File: config.mk
export PLATFORM = sky130hd
export DESIGN_NAME = ifetch_unit
export DESIGN_NICKNAME = d
export VERILOG_FILES = /design/src/rtl/ifetch_unit.sv
export SDC_FILE = /design/constraint.sdc
export NUM_CORES = 1
export LEC_CHECK = 0
export CAP_MARGIN = 40
export CORE_AREA = 2 2 130 132
export CTS_BUF_LIST = sky130_fd_sc_hd__clkbuf_4
export CTS_CLUSTER_SIZE = 25
export DETAILED_ROUTE_END_ITERATION = 8
export DIE_AREA = 0 0 132 134
export DONT_BUFFER_PORTS = 1
export GPL_ROUTABILITY_DRIVEN = 0
export PLACE_DENSITY_LB_ADDON = 0.25
export SLEW_MARGIN = 25
export SYNTH_ARGS = -nofsm -noshare
export SYNTH_HDL_FRONTEND = slang
export SYNTH_SLANG_ARGS = --single-unit
export TNS_END_PERCENT = 50
File: constraint.sdc
create_clock -name clk -period 6.1 [get_ports clk]
set_input_delay 0.305 -clock clk [delete_from_list [all_inputs] [get_ports clk]]
set_output_delay 0.305 -clock clk [all_outputs]
set_load 0.02 [all_outputs]
File: src/rtl/ifetch_unit.sv
// Instruction-fetch stage: owns the PC, addresses the 1024x32 instruction ROM,
// and registers the returned word into IR (with its PC and a valid bit) for
// decode. Handles stall, jump/branch redirect, flush and syscall halt.
module ifetch_unit #(
  parameter logic [31:0] RESET_PC  = 32'h0000_0000,
  parameter logic [31:0] FLUSH_PC  = 32'h0000_0800,
  parameter logic [31:0] HALT_WORD = 32'h0000_000C
) (
  input  logic        clk,
  input  logic        rst_n,
  input  logic        stall,
  input  logic        flush,
  input  logic        jump,
  input  logic [31:0] jump_target,
  input  logic        branch_taken,
  input  logic [31:0] branch_target,
  input  logic [31:0] rom_dout,
  output logic [9:0]  rom_addr,
  output logic [31:0] pc,
  output logic [31:0] ir,
  output logic [31:0] ir_pc,
  output logic        ir_valid,
  output logic        halted,
  output logic [31:0] fetch_cnt
);

  typedef enum logic {RUN, HALTED} state_t;

  state_t      state, state_nxt;
  logic [31:0] pc_nxt, ir_nxt, ir_pc_nxt, fetch_cnt_nxt;
  logic        ir_valid_nxt;
  logic        halt_hit;

  // ROM word address comes only from the registered PC, so redirects reach
  // the ROM one cycle later and there is no control-to-address comb path.
  assign rom_addr = pc[11:2];
  assign halted   = (state == HALTED);

  // A syscall in IR halts fetch once decode has accepted it (no stall).
  assign halt_hit = ir_valid && (ir == HALT_WORD) && !stall;

  // Next-state and datapath selection; first matching condition wins.
  always_comb begin
    state_nxt     = state;
    pc_nxt        = pc;
    ir_nxt        = ir;
    ir_pc_nxt     = ir_pc;
    ir_valid_nxt  = ir_valid;
    fetch_cnt_nxt = fetch_cnt;
    case (state)
      RUN: begin
        if (flush) begin
          pc_nxt       = FLUSH_PC;
          ir_valid_nxt = 1'b0;
        end else if (halt_hit) begin
          state_nxt    = HALTED;
          ir_valid_nxt = 1'b0;
        end else if (jump) begin
          pc_nxt       = jump_target & 32'hFFFF_FFFC;
          ir_valid_nxt = 1'b0;
        end else if (branch_taken) begin
          pc_nxt       = branch_target & 32'hFFFF_FFFC;
          ir_valid_nxt = 1'b0;
        end else if (!stall) begin
          ir_nxt        = rom_dout;
          ir_pc_nxt     = pc;
          ir_valid_nxt  = 1'b1;
          pc_nxt        = pc + 32'd4;
          fetch_cnt_nxt = fetch_cnt + 32'd1;
        end
      end
      HALTED: begin
        ir_valid_nxt = 1'b0;
      end
      default: begin
        state_nxt    = RUN;
        ir_valid_nxt = 1'b0;
      end
    endcase
  end

  // State and fetch registers; reset returns to RUN at RESET_PC.
  always_ff @(posedge clk or negedge rst_n) begin
    if (!rst_n) begin
      state     <= RUN;
      pc        <= RESET_PC;
      ir        <= 32'd0;
      ir_pc     <= 32'd0;
      ir_valid  <= 1'b0;
      fetch_cnt <= 32'd0;
    end else begin
      state     <= state_nxt;
      pc        <= pc_nxt;
      ir        <= ir_nxt;
      ir_pc     <= ir_pc_nxt;
      ir_valid  <= ir_valid_nxt;
      fetch_cnt <= fetch_cnt_nxt;
    end
  end

endmodule

---- Yosys cells after proc, flatten, opt, wreduce, memory -nomap -nowiden ----
Index checks and enable logic that the tools add are counted.
storage, ports and cells
  input port bits ......................... 102
  register bits ........................... 130
  output and inout bits ................... 140
  logic and storage cells ................. 37
cells by class
  multiplexer cells ....................... 14
  add/sub/neg operators ................... 2
  equality and inequality tests ........... 4
  reductions and logical operators ........ 5
  bitwise gates (word level) .............. 6
operator list
  cell                   count
  $mux 32                5
  $add 32x1->32 const B  1
  $add 32x3->32 const B  1
  $eq 32x4->1 const B    1
  $mux 1                 8
  $ne 6x6->1 const B     1
  $not 1->1              6
  $reduce_and 6->1       1
  $ne 4x1->1 const B     1
  $reduce_and 3->1       1
  $logic_and 1x1->1      2
  $ne 2x2->1 const B     1
  $pmux 1 s2             1
  $logic_not 1->1        1

---- Longest topological paths before layout ----
  depth after elaboration ................. 6
  gate-level depth with buffers ........... 9
  depth with buffers taken out ............ 7

---- Least setup slack after synthesis ----
OpenSTA, ideal clock, no wires.
  kind .................................... register -> register
  start ................................... register ir[2]
  end ..................................... register ir[23]
  data arrival time ....................... 1.991 ns
  data required time ...................... 5.972 ns
  clock period less this slack ............ 2.119 ns
  cell stages (with the launch flop) ...... 8
  path slack .............................. 3.981 ns
  setup time .............................. 0.128 ns
  buffers on the path ..................... 2
  cells stage by stage .................... dfrtp_1 nor4bb_1 nand4_1 or3_1 clkbuf_1 nand3_2 buf_4 mux2_1
between the ends
  word-level cells in the longest chain between the ends .. 5
ends and longest elaborated chain
  what                             RTL line  RTL
  from (decl)                      20        output logic [31:0] ir,
  from (signal assigned)           94        ir <= ir_nxt;
  $eq 32x4->1                      40        assign halt_hit = ir_valid && (ir == HALT_WORD) && !stall;
  $logic_and 1x1->1 (2 in series)  40
  $not 1->1 (no line)              n/a
  $reduce_and 6->1 (no line)       n/a
Every way passes these cells.
A chain may end at the register's enable or synchronous reset.

---- Final worst setup path ----
  start ................................... register ir[5]
  end ..................................... register pc[15]
between the ends
  word-level cells in the longest chain between the ends .. 5
ends and longest elaborated chain
  what                             RTL line  RTL
  $eq 32x4->1                      40
  $logic_and 1x1->1 (2 in series)  40
  $ne 2x2->1 (no line)             n/a
  $reduce_and 3->1 (no line)       n/a
  to (signal assigned)             93        pc <= pc_nxt;
  to (decl)                        19        output logic [31:0] pc,
Every way passes these cells.

==> flow_summary.yaml <==
global_route:
  grt_start_max_net_pins: 127
  grtUsageTotal_pct: 21.6
  overflow: 0
  grt_pass1_wl_um: 29600
  antenna_found_initial: 1
  grt_pass1_vias: 5152
synthesis:
  postSynthAreaPerCell_um2: 10.5
  synth_edf_count: 0
  yosys-top-cells-area: "dfrtp_1 50%, mux2_1 10%, xor2_1 3.2%"
  syn_inst: 605
  ys_seq_elements: 126
  syn_area_um2: 6350
  yosysWarnings: 0
  synth_cell_types: 62
  async_flop_share_pct: 100
  synth_top_area_share_pct: 49.6
  synth_top_area_cell: "dfrtp_1"
  synth_flop_cell: "dfrtp_1"
  seq_area_frac_synth_pct: 49.6
placement:
  dp.cells: 788
  place_area_um2: 6430
  portBuffers: 0
  pre_cts_ws_ns: 3.09
  hpwl_um: 12800
sta:
  period_share_pct: 53.4
  rsz0062_at_grt: "no"
  hold_viol_final: 0
  setup-tns-final_ns: 0
  holdWs_ns: 0.0898
  post-route-min-period_ns: 3.26
  finalClockSkew_ns: 0.0154
  setup_ws_ns: 2.84
  setup_violations: 0
  max_freq_mhz: 307
  drv_slew: 0
  worst-slew-pin-transition_ns: 0.790
  maxSlewHeadroom_pct: 47.0
worst_setup_path:
  crit_chain: "nor4bb_1 > nand4_1 > or3_1 > o21ai_4 > o21ai_0 > o21ai_0 > dlygate4sd3_1"
  path_max_fanout: 26
  crit_top_cell: "o21ai_0"
  end_kind: "flip-flop"
  crit_end: "pc[15]"
  r2r_start: "ir[5]"
  reg2reg_to: "pc[15]"
  start_kind: "flip-flop"
  crit_required_ns: 6.59
  reg2reg_slack_ns: 2.84
  critPathLaunch: "ir[5]"
  arrival_ns: 3.74
  worst_path_max_delay_cell: "o21ai_4"
  critPathMaxStageDelay_ns: 0.63
  r2r.worst_path.cells: 7
  crit_type: "reg -> reg"
cells_and_area:
  layout-drive-gt1-share_pct: 7.33
  utilization_pct: 45.1
  final_common_cell: "dfrtp_1"
  final_cells: 876
  area_growth_pct: 15.6
  layout_common_cells: "126 x dfrtp_1, 58 x mux2_1, 55 x dlygate4sd3_1"
  nets: 748
  final_area_um2: 7340
route:
  drt.antenna.violating_nets: 0
  drc: 0
  dr_wl_met2_um: 9000
  drt_wl_total_um: 18900
  wl_met3_um: 1620
  routed_via_density: 5.82
  first_pass_iters: 5
  vias: 5094
  routed.top_layer: "met4"
  drt-initial-drc-count: 367
  met1Wirelength_um: 7880
  wl_per_cell_um: 21.6
clocking:
  htreeDepth: 4
  cts_tree: "done"
  clk-insertion-delay-late_ns: 0.55
  clock_sinks: 126
  cts_buffers: 17
  clockBufferDepth: 2
  cts_root_buffer: "clkbuf_4"
  clk_pin_slew_worst_paths_ns: 0.11
floorplanning:
  ioPinCount: 242
  core-area_um2: 16300
  dieArea_um2: 17700
  rows: 47
  dieWidth_um: 132
  die_h_um: 134
  initial_core_util_pct: 39.0
min_path:
  min_path_cells: 3
  hold_class: "in -> reg"
job:
  drv_cap: 0
status:
  status: "finished, final reports clean"
power_and_ir_drop:
  p_per_area_nw_per_um2: 229
  ir_drop_uv: 119
  total_power_mw: 1.69
  p_leak_nw: 3.35
[cell usage after synthesis, types with 2 or more instances]
cell,count
a211oi_1,3
a21oi_1,29
a22o_1,5
a31o_2,2
a31oi_1,6
a32o_1,2
a41o_1,2
and3_1,7
buf_2,6
buf_4,21
buf_6,2
clkbuf_1,14
dfrtp_1,126
ha_1,2
inv_1,11
mux2_1,58
mux2_2,2
mux2i_1,3
nand2_1,49
nand2b_1,2
nand3_1,26
nand4_1,20
nor2_1,27
nor2b_1,3
nor3_1,20
nor4_1,18
nor4b_1,2
o211ai_1,2
o21ai_0,38
o221ai_1,3
o22a_1,5
o22ai_1,11
o31ai_1,9
or3_1,4
xnor2_1,16
xor2_1,23
[per-layer routing]
layer	vias up	track usage, %
met2	244	34.4
met1	2539	26.9
met3	30	8.28
li1	2281	-
met5	-	0
met4	0	8.09
[power breakdown]
part	total (mW)	switching [mW]	leakage, nW	internal [mW]
logic	0.118	0.0655	1.47	0.0525
registers	0.892	0.0444	1.71	0.848
clock network	0.675	0.318	0.162	0.357
[how the worst min path moves through the flow]
| stage | endpoint | slack (ns) | startpoint |
|---|---|---|---|
| floorplan | fetch_cnt[0] | 0.009 | rst_n |
| detailed placement | ir_pc[25] | 0.01 | rst_n |
| finish | pc[5] | 0.09 | branch_taken |
| CTS | pc[5] | 0.04 | branch_taken |
| global route | pc[13] | 0.05 | jump_target[13] |
| global placement | ir_pc[25] | 0.01 | rst_n |
[final cells by class]
type / count / area [um^2]
Sequential cell: 126 / 3150
Tap cell: 220 / 275
Timing Repair Buffer: 61 / 633
Inverter: 12 / 45.0
Clock buffer: 17 / 128
Fill cell: 1529 / 8950
Multi-Input combinational cell: 426 / 2910
Antenna cell: 1 / 2.50
Clock inverter: 13 / 198
[what timing repair did]
action,4_1_cts,5_1_grt
hold endpoints to repair,180,0
buffers inserted,0,0
hold buffers,56,0
resized for setup,0,0
[worst max-delay path, delay by kind of cell, from the launching register on]
kind	cells	cell delay, ns
and+or+nand+nor	3	1.18
AOI/OAI and AO/OA	3	0.94
buffers and inverters	1	0.59
DFF	1	0.49
[cell families after synthesis]
family / count (synthesis) / synth area share [%]
AO/OA/AOI/OAI: 127 / 12.9
XOR/XNOR: 39 / 5.37
adder cells (fa/ha/maj): 2 / 0.394
buffers and inverters: 56 / 4.90
flip-flops: 126 / 49.6
multiplexers: 63 / 11.1
other: 1 / 0.0590
AND/OR/NAND/NOR: 191 / 15.7
[state kept, by name, indices dropped and copies added (netlist names)]
name,cells
fetch_cnt,32
halted,1
ir,32
ir_pc,30
ir_valid,1
pc,30
Note: power is estimated with default switching activity, not from simulation.
